## config.mk

```make
export PLATFORM = sky130hd
export DESIGN_NAME = lsu
export DESIGN_NICKNAME = d
export VERILOG_FILES = /design/src/rtl/lsu_pkg.sv /design/src/rtl/lsu_align.sv /design/src/rtl/lsu.sv
export SDC_FILE = /design/constraint.sdc
export NUM_CORES = 1
export LEC_CHECK = 0
export BUFFER_PORTS_ARGS = -buffer_cell sky130_fd_sc_hd__clkbuf_2
export CAP_MARGIN = 20
export CORE_ASPECT_RATIO = 0.9
export CORE_MARGIN = 2
export CORE_UTILIZATION = 45
export CTS_CLUSTER_DIAMETER = 200
export DETAILED_ROUTE_END_ITERATION = 7
export PLACE_DENSITY = 0.74
export SLEW_MARGIN = 20
export SYNTH_ARGS = -nofsm -noshare
export SYNTH_HDL_FRONTEND = slang
export SYNTH_SLANG_ARGS = --single-unit
```

## constraint.sdc

```tcl
create_clock -name clk -period 13 [get_ports clk]
set_input_delay 1.3 -clock clk [delete_from_list [all_inputs] [get_ports clk]]
set_output_delay 1.3 -clock clk [all_outputs]
set_load 0.1 [all_outputs]
```

## src/rtl/lsu_pkg.sv

```systemverilog
// Shared types and constants for the load/store unit.
package lsu_pkg;

   typedef enum logic [2:0] {
      IDLE,
      LD_REQ,
      LD_DATA,
      RMW_RD,
      RMW_MERGE,
      ST_WR,
      ERR
   } lsu_state_e;

   localparam logic [2:0] LB  = 3'b000;
   localparam logic [2:0] LH  = 3'b001;
   localparam logic [2:0] LW  = 3'b010;
   localparam logic [2:0] LBU = 3'b100;
   localparam logic [2:0] LHU = 3'b101;
   localparam logic [2:0] SB  = 3'b000;
   localparam logic [2:0] SH  = 3'b001;
   localparam logic [2:0] SW  = 3'b010;

   localparam logic [2:0] MEM_SIZE_WORD = 3'b010;

   // Half needs addr[0]==0, word needs addr[1:0]==0; byte is always aligned.
   function automatic logic is_misaligned(input logic [2:0] funct3, input logic [1:0] addr_lo);
      logic mis;
      mis = 1'b0;
      if (funct3[1])
         mis = (addr_lo != 2'b00);
      else if (funct3[0])
         mis = addr_lo[0];
      return mis;
   endfunction

endpackage

```

## src/rtl/lsu_align.sv

```systemverilog
// Combinational lane extraction/extension for loads and lane merge for sub-word stores.
module lsu_align
   import lsu_pkg::*;
#(
   parameter int WIDTH = 32
) (
   input  logic [WIDTH-1:0] rd_data,
   input  logic [2:0]       funct3,
   input  logic [1:0]       addr_lo,
   input  logic [WIDTH-1:0] wdata,
   output logic [WIDTH-1:0] load_data,
   output logic [WIDTH-1:0] merge_data
);

   logic [4:0]       byte_sh;
   logic [4:0]       half_sh;
   logic [7:0]       lane_b;
   logic [15:0]      lane_h;
   logic [WIDTH-1:0] mask;
   logic [WIDTH-1:0] ins;

   always_comb begin
      byte_sh = {addr_lo, 3'b000};
      half_sh = {addr_lo[1], 4'b0000};
      lane_b  = 8'(rd_data >> byte_sh);
      lane_h  = 16'(rd_data >> half_sh);

      case (funct3)
         LB:      load_data = {{(WIDTH-8){lane_b[7]}}, lane_b};
         LH:      load_data = {{(WIDTH-16){lane_h[15]}}, lane_h};
         LBU:     load_data = {{(WIDTH-8){1'b0}}, lane_b};
         LHU:     load_data = {{(WIDTH-16){1'b0}}, lane_h};
         default: load_data = rd_data;
      endcase

      case (funct3[1:0])
         2'b00: begin
            mask = {{(WIDTH-8){1'b0}}, 8'hFF} << byte_sh;
            ins  = {{(WIDTH-8){1'b0}}, wdata[7:0]} << byte_sh;
         end
         2'b01: begin
            mask = {{(WIDTH-16){1'b0}}, 16'hFFFF} << half_sh;
            ins  = {{(WIDTH-16){1'b0}}, wdata[15:0]} << half_sh;
         end
         default: begin
            mask = '1;
            ins  = wdata;
         end
      endcase
      merge_data = (rd_data & ~mask) | ins;
   end

endmodule

```

## src/rtl/lsu.sv

```systemverilog
// Load/store unit: single outstanding request, read-modify-write for sub-word stores.
// Optional misalignment trap enabled by defining LSU_MISALIGN_TRAP_EN.
//
// state     | meaning
// IDLE      | ready for a request
// LD_REQ    | memory read issued for a load
// LD_DATA   | read data back, extract lane into response
// RMW_RD    | memory read issued for a sub-word store
// RMW_MERGE | read data back, merge store lane into word
// ST_WR     | memory write issued, response follows
// ERR       | misaligned access, error response follows
module lsu
   import lsu_pkg::*;
#(
   parameter int WIDTH = 32
) (
   input  logic             clk,
   input  logic             reset,
   input  logic             req_valid,
   output logic             req_ready,
   input  logic             req_we,
   input  logic [2:0]       req_funct3,
   input  logic [WIDTH-1:0] req_addr,
   input  logic [WIDTH-1:0] req_wdata,
   input  logic [4:0]       req_rd_sel,
   output logic             rsp_valid,
   output logic [WIDTH-1:0] rsp_data,
   output logic [4:0]       rsp_rd_sel,
   output logic             rsp_err,
   output logic             mem_wr_en,
   output logic [2:0]       mem_wr_size,
   output logic [WIDTH-1:0] mem_wr_addr,
   output logic [WIDTH-1:0] mem_wr_data,
   output logic             mem_rd_en,
   output logic [2:0]       mem_rd_size,
   output logic [WIDTH-1:0] mem_rd_addr,
   output logic [4:0]       mem_rd_sel,
   input  logic [WIDTH-1:0] mem_rd_data
);

   lsu_state_e       state_q, state_d;
   logic [WIDTH-1:0] addr_q, addr_d;
   logic [WIDTH-1:0] wdata_q, wdata_d;
   logic [2:0]       funct3_q, funct3_d;
   logic             we_q, we_d;
   logic [4:0]       rd_sel_q, rd_sel_d;
   logic [WIDTH-1:0] merge_q, merge_d;
   logic             rsp_valid_q, rsp_valid_d;
   logic [WIDTH-1:0] rsp_data_q, rsp_data_d;
   logic [4:0]       rsp_rd_sel_q, rsp_rd_sel_d;
   logic [WIDTH-1:0] load_data;
   logic [WIDTH-1:0] merge_data;
`ifdef LSU_MISALIGN_TRAP_EN
   logic             rsp_err_q, rsp_err_d;
`endif

   lsu_align #(.WIDTH(WIDTH)) u_align (
      .rd_data    (mem_rd_data),
      .funct3     (funct3_q),
      .addr_lo    (addr_q[1:0]),
      .wdata      (wdata_q),
      .load_data  (load_data),
      .merge_data (merge_data)
   );

   always_ff @(posedge clk or posedge reset) begin
      if (reset) begin
         state_q      <= IDLE;
         addr_q       <= '0;
         wdata_q      <= '0;
         funct3_q     <= '0;
         we_q         <= 1'b0;
         rd_sel_q     <= '0;
         merge_q      <= '0;
         rsp_valid_q  <= 1'b0;
         rsp_data_q   <= '0;
         rsp_rd_sel_q <= '0;
      end else begin
         state_q      <= state_d;
         addr_q       <= addr_d;
         wdata_q      <= wdata_d;
         funct3_q     <= funct3_d;
         we_q         <= we_d;
         rd_sel_q     <= rd_sel_d;
         merge_q      <= merge_d;
         rsp_valid_q  <= rsp_valid_d;
         rsp_data_q   <= rsp_data_d;
         rsp_rd_sel_q <= rsp_rd_sel_d;
      end
   end

`ifdef LSU_MISALIGN_TRAP_EN
   always_ff @(posedge clk or posedge reset) begin
      if (reset) rsp_err_q <= 1'b0;
      else       rsp_err_q <= rsp_err_d;
   end
   assign rsp_err = rsp_err_q;
`else
   assign rsp_err = 1'b0;
`endif

   always_comb begin
      state_d      = state_q;
      addr_d       = addr_q;
      wdata_d      = wdata_q;
      funct3_d     = funct3_q;
      we_d         = we_q;
      rd_sel_d     = rd_sel_q;
      merge_d      = merge_q;
      rsp_valid_d  = 1'b0;
      rsp_data_d   = '0;
      rsp_rd_sel_d = '0;
`ifdef LSU_MISALIGN_TRAP_EN
      rsp_err_d    = 1'b0;
`endif
      req_ready    = (state_q == IDLE);

      case (state_q)
         IDLE: begin
            if (req_valid) begin
               addr_d   = req_addr;
               wdata_d  = req_wdata;
               funct3_d = req_funct3;
               we_d     = req_we;
               rd_sel_d = req_rd_sel;
               if (!req_we)             state_d = LD_REQ;
               else if (req_funct3[1])  state_d = ST_WR;
               else                     state_d = RMW_RD;
`ifdef LSU_MISALIGN_TRAP_EN
               if (is_misaligned(req_funct3, req_addr[1:0])) state_d = ERR;
`endif
            end
         end
         LD_REQ:  state_d = LD_DATA;
         LD_DATA: begin
            rsp_valid_d  = 1'b1;
            rsp_data_d   = load_data;
            rsp_rd_sel_d = rd_sel_q;
            state_d      = IDLE;
         end
         RMW_RD:  state_d = RMW_MERGE;
         RMW_MERGE: begin
            merge_d = merge_data;
            state_d = ST_WR;
         end
         ST_WR: begin
            rsp_valid_d = 1'b1;
            state_d     = IDLE;
         end
         ERR: begin
            rsp_valid_d = 1'b1;
`ifdef LSU_MISALIGN_TRAP_EN
            rsp_err_d   = 1'b1;
`endif
            state_d     = IDLE;
         end
         default: state_d = IDLE;
      endcase
   end

   always_comb begin
      mem_rd_en   = (state_q == LD_REQ) || (state_q == RMW_RD);
      mem_rd_size = MEM_SIZE_WORD;
      mem_rd_addr = addr_q >> 2;
      mem_rd_sel  = (state_q == LD_REQ) ? rd_sel_q : 5'd0;
      mem_wr_en   = (state_q == ST_WR);
      mem_wr_size = MEM_SIZE_WORD;
      mem_wr_addr = addr_q >> 2;
      // Word stores bypass the merge register entirely.
      mem_wr_data = funct3_q[1] ? wdata_q : merge_q;
   end

   assign rsp_valid  = rsp_valid_q;
   assign rsp_data   = rsp_data_q;
   assign rsp_rd_sel = rsp_rd_sel_q;

endmodule

```

* Word level (Yosys, flattened, before mapping) *
Index checks and enable logic that the tools add are counted.
W data, S select, Z words.

operators by class
  equal/unequal tests = 11
  shifts and indexed selects = 6
  multiplexer cells = 12
  bitwise logic cells = 3
  reductions and logical operators = 6

operators by type and width
  kind                     count
  $pmux W32 S2             2
  $pmux W32 S4             1
  $mux W32                 2
  $and A32 B32 Y32         1
  $not A32 Y32             1
  $or A32 B32 Y32          1
  $shl A16 B5 Y32          1
  $shl A16 B5 Y32 const A  1
  $shl A8 B5 Y32           1
  $shl A8 B5 Y32 const A   1
  $shr A32 B5 Y16          1
  $shr A32 B5 Y8           1
  $eq A3 B3 Y1 const B     5
  $pmux W3 S4              1
  $mux W5                  2
  $mux W3                  3
  $eq A3 B1 Y1 const B     2
  $eq A3 B2 Y1 const B     2
  $logic_not A3 Y1         2
  $reduce_or A3 Y1         1
  $eq A2 B1 Y1 const B     1
  $logic_not A2 Y1         1
  $ne A2 B2 Y1 const B     1
  $reduce_and A2 Y1        1
  2 further kinds          2

storage, ports and cells
  flip-flop bits (word level) = 145
  input bits = 108
  output and inout port bits = 149
  logic and storage cells = 47

* Longest topological paths before layout *
Gate-level depths: netlist (run 1).

  depth in word-level cells = 5
  mapped depth = 7
  mapped depth without buffers = 4

* Cells and area by module *
A second synthesis (run 1) with hierarchy kept.

second synthesis, totals
  cell total of the unflattened synthesis = 656
  area, all modules = 8,013.9 sq um

by module, submodules not included
  module     times used  cells an instance  area an instance (sq um)  seq. area each (sq um)
  lsu        1           434                6,665.1                   3,628.5
  lsu_align  1           222                1,348.8                   0.0

* Worst setup path before layout (run 1) *
Ideal clock, no wire load.

  path kind = register to output
  from = register state_q[2]
  to = output port req_ready
  arrival time = 2.576 ns
  required time = 11.700 ns
  slack = 9.124 ns
  stages on the path, launching flop included = 3
  buffers on the path = 1
  path through = dfrtp_1 -> buf_2 -> nor3_1

on the way
  longest elaborated chain between the ends = 1

ends and longest elaborated chain
  what                      RTL line    text
  start: declaration        lsu.sv:41   lsu_state_e state_q, state_d;
  start signal: assignment  lsu.sv:79   state_q <= state_d;
  $logic_not A3 Y1          lsu.sv:116  req_ready = (state_q == IDLE);
  end: declaration          lsu.sv:20   output logic req_ready,

No other way between the ends.

* Worst setup path after layout (run 1) *
  from = register funct3_q[1]
  to = output port mem_wr_data[7]

on the way
  longest elaborated chain between the ends = 1

ends and longest elaborated chain
  what                      RTL line    text
  start: declaration        lsu.sv:44   logic [2:0] funct3_q, funct3_d;
  start signal: assignment  lsu.sv:82   funct3_q <= funct3_d;
  $mux W32                  lsu.sv:170  mem_wr_data = funct3_q[1] ? wdata_q : merge_q;
  end: declaration          lsu.sv:33   output logic [WIDTH-1:0] mem_wr_data,

No other way between the ends.

==> flow_summary.json, run 1 <==
{
  "wire_per_inst_um": 19.5,
  "outcome": "complete, no violations",
  "seq_area_frac_synth": 0.510,
  "setup_viol": 0,
  "drc": 0,
  "port_buffers": 245,
  "syn_area_sq_um": 7120,
  "worstPathMaxFanout": 60,
  "tritoncts": "done",
  "dp_hpwl_um": 13700,
  "start_kind": "flip-flop",
  "final_nets": 883,
  "critical_path_class": "flip-flop to output pin",
  "syn-instance-count": 610,
  "synth-seq-cells": 145,
  "cp-end-kind": "output pin",
  "area_growth_pct": 19.7,
  "grt_max_degree": 95,
  "insertedDiodeCount": 0,
  "placedInstanceArea_sq_um": 7950,
  "routed_wl_um": 19300,
  "max_freq_mhz": 261,
  "clk_latency_ns": 0.42,
  "async_flop_share": 1.00,
  "routabilityCongestion": 0.856,
  "htree_levels": 4,
  "clock_sinks": 145,
  "cap_viol_max_count": 0,
  "crit_arrival_ns": 2.54,
  "dieArea_sq_um": 16800,
  "setup_tns_ns": 0,
  "coreArea_sq_um": 15400,
  "tightest_slew_ns": 1.07,
  "fin_skew_ns": 0.0119,
  "synth_cell_types": 43,
  "hold_path.class": "flip-flop to flip-flop",
  "ioPinCount": 257,
  "cp.required_ns": 11.70,
  "holdBufCountCts": 0,
  "hold_violations": 0,
  "fin_crit_sh": 0.295,
  "clock_path_buffers": 2,
  "gr-usage-all-layers": 0.231,
  "synth_edf_count": 0,
  "rsz0062_at_grt": "false",
  "synth.avg_cell_area_sq_um": 11.7,
  "drive_gt1_frac": 0.503,
  "cts_resized": 0,
  "drt-initial-drc-count": 522,
  "cts_setup_buffers": 0,
  "hold-worst-slack_ns": 0.487,
  "root_buffer": "clkbuf_16",
  "rows": 43,
  "grt_pass1_vias": 5061,
  "synth_flop_cell": "dfrtp_1",
  "first_pass_iters": 7,
  "start_util": 0.461,
  "cts_made_buffers": 17,
  "yosysWarnings": 0,
  "maxSlewViolCount": 0,
  "grt-ovfl-total": 0,
  "die_x_um": 137,
  "stdcell_area_sq_um": 8530,
  "viasPerCell": 5.52,
  "ant_nets": 0,
  "vias": 5462,
  "fin_util": 0.552,
  "fin_crit_ns": 3.84,
  "relSlewSlack": 0.290,
  "grt_pass1_wl_um": 28800,
  "fp.dieH_um": 123,
  "antenna_found_initial": 0,
  "cts.clk_slew.worst_paths_ns": 0.06
}
==> sequential cells by signal, indices dropped and copies added (netlist names) <==
register	flops
funct3_q	3
rsp_valid	1
rd_sel_q	5
state_q	3
rsp_data	32
rsp_rd_sel	5
addr_q	32
merge_q	32
wdata_q	32
==> synth_stat cells, types with 4 or more instances <==
cell type  number  area [sq um]
a21o_1         14           105
a21oi_1        21           105
a221o_1         6          60.1
a221oi_1        8          70.1
a222oi_1       16           160
a31oi_1         7          43.8
a32oi_1        14           123
and2_1         13          81.3
buf_1           4          15.0
buf_2          16          80.1
buf_4          72           541
clkbuf_1       18          67.6
dfrtp_1       145          3630
inv_1           9          33.8
mux2_2        104          1170
mux2i_1        15           150
nand2_1        37           139
nor2_1         13          48.8
nor2b_1         4          25.0
nor3_1          6          30.0
o21ai_0        29           145
or3_1           6          37.5
==> cells in the final DEF (no fill, tap or decap), types with 4 or more instances in the layout <==
cell       count
mux2i_1       15
a221o_1        6
a31oi_1        7
a221oi_1       8
a32oi_1       14
conb_1        11
mux2_2       104
and2_1        12
a21oi_1       21
a21o_1        14
a222oi_1      16
clkbuf_2     245
nor2b_1        4
nand2_1       37
clkbuf_16     17
nor2_1        13
dfrtp_1      144
clkinv_2       4
inv_1          8
or3_1          6
nor3_1         5
o21ai_0       29
buf_4          4
==> critical path, cell delays in order (launching register included) <==
cell and delay (ns):
dfrtp_2 0.66, buf_4 0.64, mux2_2 0.42, clkbuf_2 0.37
==> metrics by stage <==
step           setup WS, ns  cells
2_1_floorplan          7.81    619
4_1_cts                9.16    990
3_5_place_dp           9.61    958
5_1_grt                9.05    990
6_report               9.16    990
3_3_place_gp           9.66    958
==> worst paths after layout <==
path,from,endpoint,slack [ns],cells past startpoint
min in group asynchronous,reset,addr_q[7]$_DFFE_PP0P_,1.06,2
setup reg to reg,funct3_q[0]$_DFFE_PP0P_,merge_q[21]$_DFFE_PP0N_,10.21,4
max in group asynchronous,reset,funct3_q[1]$_DFFE_PP0P_,10.71,3
hold reg to reg,merge_q[4]$_DFFE_PP0N_,merge_q[4]$_DFFE_PP0N_,0.49,2
setup / recovery,funct3_q[1]$_DFFE_PP0P_,mem_wr_data[7],9.16,3
hold / removal,merge_q[4]$_DFFE_PP0N_,merge_q[4]$_DFFE_PP0N_,0.49,2
==> layer usage <==
metal / up-vias / global-route usage / routed length, um
met3: 29 / 0.0681 / 1960
met1: 2673 / 0.323 / 8240
met4: 0 / 0.0762 / 369
met2: 305 / 0.346 / 8770
met5: - / 0 / 0
li1: 2455 / - / -
==> cell families after synthesis <==
group	after synthesis	share of synthesized area
mux	119	0.186
simple gates	93	0.0634
flops	145	0.510
other cells	2	0.00105
compound gates	129	0.133
buf+inv	122	0.107
==> cell type report <==
cell class | count | area (sq um)
clock buffers | 20 | 467
inverters | 10 | 42.5
repair buffers | 249 | 1260
clock inverters | 12 | 108
multi-input cells | 352 | 2770
well taps | 202 | 253
fillers | 1365 | 6920
flip-flops and latches | 145 | 3630
Power of run 1 is not shown: default switching activity piles up to over one toggle a cycle in this logic, so the estimate is an artifact.
==> inputs of run 2 (changes only) <==
==> constraint.sdc (replaced) <==
create_clock -name clk -period 3.7 [get_ports clk]
set_input_delay 0.37 -clock clk [delete_from_list [all_inputs] [get_ports clk]]
set_output_delay 0.37 -clock clk [all_outputs]
set_load 0.1 [all_outputs]
==> flow_summary.json, run 2 (synthesis results as in run 1) <==
{
  "hold_path.class": "input port to async pin",
  "dieArea_sq_um": 16800,
  "port_buffers": 245,
  "drive_gt1_frac": 0.505,
  "coreArea_sq_um": 15400,
  "grt_pass1_vias": 5014,
  "area_growth_pct": 21.4,
  "fin_crit_sh": 0.791,
  "fin_skew_ns": 0.00795,
  "htree_levels": 4,
  "viasPerCell": 5.47,
  "routabilityCongestion": 0.864,
  "rows": 43,
  "vias": 5441,
  "slowest_delay_ns": 0.96,
  "setup_viol": 0,
  "worstPathCellList": "buf_4 > mux2_2 > clkbuf_2",
  "holdBufCountCts": 0,
  "clk_latency_ns": 0.42,
  "routed_wl_um": 19500,
  "rsz0062_at_grt": "false",
  "die_x_um": 137,
  "final_common_cell": "clkbuf_2",
  "gr-usage-all-layers": 0.232,
  "drt-initial-drc-count": 668,
  "ioPinCount": 257,
  "crit_arrival_ns": 2.56,
  "maxSlewViolCount": 0,
  "cts_made_buffers": 17,
  "worstPathMaxFanout": 49,
  "cp-end-kind": "output pin",
  "fill_cells": 1354,
  "cts_resized": 0,
  "ant_nets": 0,
  "wl_met2_um": 8970,
  "dp_hpwl_um": 14100,
  "cap_viol_max_count": 0,
  "clock_sinks": 145,
  "dr_wl_met3_um": 2030,
  "preCtsSetupSlack_ns": 1.25,
  "hold-worst-slack_ns": 0.0164,
  "root_buffer": "clkbuf_16",
  "final_nets": 887,
  "antenna_found_initial": 0,
  "tritoncts": "done",
  "wire_per_inst_um": 19.6,
  "start_kind": "flip-flop",
  "first_pass_iters": 8,
  "cts.clk_slew.worst_paths_ns": 0.06,
  "max_freq_mhz": 342,
  "start_util": 0.461,
  "wl_met1_um": 8320,
  "hold_violations": 0,
  "critical_path_class": "flip-flop to output pin",
  "fin_crit_ns": 2.93,
  "cp.required_ns": 3.33,
  "crit_slowest_cell": "dfrtp_2",
  "critical-path-top-delay-family": "flip-flops",
  "final_cell_mix": "245 x clkbuf_2, 144 x dfrtp_1, 104 x mux2_2, 37 x nand2_1, 29 x o21ai_0",
  "highest_layer": "met4",
  "relSlewSlack": 0.296,
  "tightest_slew_ns": 1.05,
  "outcome": "complete, no violations",
  "setup_ws_ns": 0.774,
  "clock_path_buffers": 2,
  "setup_tns_ns": 0,
  "drc": 0,
  "grt_pass1_wl_um": 29000,
  "cp_num_buf_inv": 2,
  "grt_max_degree": 74,
  "insertedDiodeCount": 0,
  "cts_setup_buffers": 0,
  "grt-ovfl-total": 0,
  "fin_util": 0.560,
  "fp.dieH_um": 123
}
==> run 2: final timing paths <==
check,slack [ns],cells past startpoint,end,start
max in group asynchronous,2.82,3,merge_q[2]$_DFFE_PP0N_,reset
worst max-delay path,0.77,3,mem_wr_data[26],funct3_q[1]$_DFFE_PP0P_
worst max register to register,1.27,4,merge_q[17]$_DFFE_PP0N_,funct3_q[1]$_DFFE_PP0P_
min in group clk,0.18,2,wdata_q[21]$_DFFE_PP0P_,req_wdata[21]
worst min register to register,0.48,1,rsp_rd_sel[4]$_DFF_PP0_,rd_sel_q[4]$_DFFE_PP0P_
worst min-delay path,0.02,2,addr_q[15]$_DFFE_PP0P_,reset
==> run 2: area by class of cell <==
| type | instances | area (sq um) | share of cell area |
|---|---|---|---|
| clock buffer | 17 | 425 | 0.0492 |
| clock inverter | 15 | 225 | 0.0261 |
| inverter | 10 | 41.3 | 0.00478 |
| multi-input combinational | 352 | 2770 | 0.320 |
| sequential | 145 | 3630 | 0.420 |
| tap | 202 | 253 | 0.0292 |
| timing repair buffer | 253 | 1300 | 0.150 |
==> run 2: metrics by stage <==
step / area (sq um) / std cells
after CTS: 8640 / 994
after global placement: 7990 / 962
after floorplan: 7160 / 619
final: 8640 / 994
after detailed placement: 7990 / 962
after global routing: 8640 / 994
==> run 2: per-layer routing <==
layer | track usage | up-vias
li1 | - | 2460
met1 | 0.335 | 2663
met2 | 0.342 | 309
met3 | 0.0681 | 9
met4 | 0.0599 | 0
met5 | 0 | -
Power of run 2 is left out for the same reason.
==> inputs of run 3 (changes only) <==
--- a/config.mk
+++ b/config.mk
@@ -5,6 +5,7 @@
 export SDC_FILE = /design/constraint.sdc
 export NUM_CORES = 1
 export LEC_CHECK = 0
+export ABC_AREA = 1
 export BUFFER_PORTS_ARGS = -buffer_cell sky130_fd_sc_hd__clkbuf_2
 export CAP_MARGIN = 20
 export CORE_ASPECT_RATIO = 0.9
@@ -12,7 +13,7 @@
 export CORE_UTILIZATION = 45
 export CTS_CLUSTER_DIAMETER = 200
 export DETAILED_ROUTE_END_ITERATION = 7
-export PLACE_DENSITY = 0.74
+export PLACE_DENSITY = 0.73
 export SLEW_MARGIN = 20
 export SYNTH_ARGS = -nofsm -noshare
 export SYNTH_HDL_FRONTEND = slang
==> constraint.sdc (replaced) <==
create_clock -name clk -period 2.7 [get_ports clk]
set_input_delay 0.27 -clock clk [delete_from_list [all_inputs] [get_ports clk]]
set_output_delay 0.27 -clock clk [all_outputs]
set_load 0.1 [all_outputs]
==> flow_summary.json, run 3 <==
{
  "use_met2": 0.367,
  "rows": 44,
  "cts_made_buffers": 17,
  "hold_violations": 0,
  "crit_arrival_ns": 2.16,
  "drc": 0,
  "fill_cells": 1537,
  "port_buffers": 245,
  "worstPathCellList": "buf_4 > nand2_1 > nand2_1 > clkbuf_2",
  "cp.required_ns": 2.43,
  "cts.clk_slew.worst_paths_ns": 0.06,
  "routed_wl_um": 21300,
  "die_x_um": 139,
  "drive_gt1_frac": 0.302,
  "gr-usage-all-layers": 0.248,
  "first_pass_iters": 6,
  "final_nets": 1212,
  "root_buffer": "clkbuf_16",
  "synth_common_cells": "291 x nand2_1, 145 x dfrtp_1, 106 x nor2_1",
  "syn_area_sq_um": 7410,
  "setup_tns_ns": 0,
  "synth_edf_count": 0,
  "cap_viol_max_count": 0,
  "fin_crit_ns": 2.43,
  "critical-path-top-delay-family": "flip-flops",
  "synth.avg_cell_area_sq_um": 7.91,
  "cpMostUsedCell": "nand2_1",
  "wire_per_inst_um": 16.1,
  "ant_nets": 0,
  "grt_pass1_vias": 6281,
  "dieArea_sq_um": 17500,
  "antenna_found_initial": 0,
  "outcome": "complete, no violations",
  "grt_pass1_wl_um": 33900,
  "fp.dieH_um": 126,
  "area_growth_pct": 19.7,
  "regArea_sq_um": 3630,
  "dp_hpwl_um": 15500,
  "start_util": 0.460,
  "relSlewSlack": 0.537,
  "insertedDiodeCount": 0,
  "cp-end-kind": "output pin",
  "synth_flop_cell": "dfrtp_1",
  "synth-seq-cells": 145,
  "async_flop_share": 1.00,
  "setup_ws_ns": 0.274,
  "ys_top_cells_by_area": "dfrtp_1 49%, nand2_1 15%, buf_4 8.1%",
  "tightest_slew_ns": 0.694,
  "synth.most_common_cell": "nand2_1",
  "grt_max_degree": 65,
  "maxSlewViolCount": 0,
  "syn-instance-count": 937,
  "start_kind": "flip-flop",
  "hold_path.class": "input port to flip-flop",
  "synth_top_area_frac": 0.489,
  "clock_sinks": 145,
  "cts_setup_buffers": 0,
  "htree_levels": 4,
  "vias": 6701,
  "worstPathMaxFanout": 33,
  "synth_largest_area_cell": "dfrtp_1",
  "fin_skew_ns": 0.00622,
  "busiest_layer": "met2",
  "routabilityCongestion": 0.889,
  "hold-worst-slack_ns": 0.0726,
  "grt_util_met3": 0.0551,
  "clock_path_buffers": 2,
  "grt-ovfl-total": 0,
  "tritoncts": "done",
  "synth_cell_types": 33,
  "fin_crit_sh": 0.899,
  "viasPerCell": 5.06,
  "multi_input_area_sq_um": 2830,
  "rsz0062_at_grt": "false",
  "final_cell_mix": "291 x nand2_1, 245 x clkbuf_2, 144 x dfrtp_1, 106 x nor2_1, 89 x nand3_1",
  "cp_num_buf_inv": 2,
  "clk_latency_ns": 0.42,
  "max_freq_mhz": 412,
  "slowest_delay_ns": 0.76,
  "setup_viol": 0,
  "final_common_cell": "nand2_1",
  "preCtsSetupSlack_ns": 0.695,
  "coreArea_sq_um": 16100,
  "use_met1": 0.353,
  "drt-initial-drc-count": 458,
  "critical_path_class": "flip-flop to output pin",
  "yosysWarnings": 0,
  "seq_area_frac_synth": 0.489,
  "ioPinCount": 257,
  "crit_slowest_cell": "dfrtp_2"
}
-- run 3: changes by cell type in the layout (fill, tap and decap cells not counted), sizes merged, moves of 12 or more --
| cell | delta |
|---|---|
| a21o | -16 |
| mux2i | -15 |
| nand3 | +88 |
| mux2 | -104 |
| a222oi | -16 |
| a32oi | -14 |
| and2 | -13 |
| inv | +39 |
| nor2 | +116 |
| o22ai | +12 |
| nand2 | +262 |
-- run 3: worst reg2reg max path: stages, from the launching register on --
cell	delay (ns)
dfrtp_2	0.63
inv_6	0.37
nand2_1	0.20
nor2_4	0.32
nor2_2	0.15
a21oi_1	0.18
nor2_1	0.05
-- run 3: stage by stage --
step	util	instances	instance area [sq um]
floorplan	-	946	7460
global placement	0.513	1291	8270
detailed placement	0.513	1291	8270
CTS	0.550	1324	8880
global route	0.550	1324	8880
finish	0.550	1324	8880
-- run 3: cell type report --
type	count	share of cell area
Sequential cell	145	0.409
Multi-Input combinational cell	635	0.319
Timing Repair Buffer	257	0.154
Clock buffer	17	0.0479
Tap cell	207	0.0292
Inverter	48	0.0216
Clock inverter	15	0.0196
-- run 3: final timing paths --
path	cells past startpoint	to	slack (ns)	startpoint
min in group asynchronous	3	addr_q[17]$_DFFE_PP0P_	0.50	reset
setup / recovery	4	mem_wr_data[29]	0.27	funct3_q[1]$_DFFE_PP0P_
hold reg to reg	2	wdata_q[23]$_DFFE_PP0P_	0.47	wdata_q[23]$_DFFE_PP0P_
max in group asynchronous	5	merge_q[6]$_DFFE_PP0N_	1.34	reset
hold / removal	3	addr_q[24]$_DFFE_PP0P_	0.07	req_addr[24]
setup reg to reg	6	merge_q[20]$_DFFE_PP0N_	0.68	funct3_q[1]$_DFFE_PP0P_
-- run 3: routing by layer --
layer	part of all wire	vias to the layer above	wire length (um)
met2	0.44	367	9320
met1	0.43	3072	9200
li1	-	3220	-
met5	0	-	0
met4	0.032	0	683
met3	0.098	42	2090
-- run 3: kinds of logic after synthesis --
family                 count (synthesis)  synth area share
AND/OR/NAND/NOR                      531             0.305
flip-flops                           145             0.489
AO/OA/AOI/OAI                         93            0.0699
buffers and inverters                166             0.135
other                                  2           0.00101
-- run 3: repair_timing --
item                                   in CTS  in global routing
hold buffers                                1                  0
resized for setup                           0                  0
endpoints found under the hold margin      27                  0
setup endpoints to repair                   0                  0
Power of run 3 is left out for the same reason.
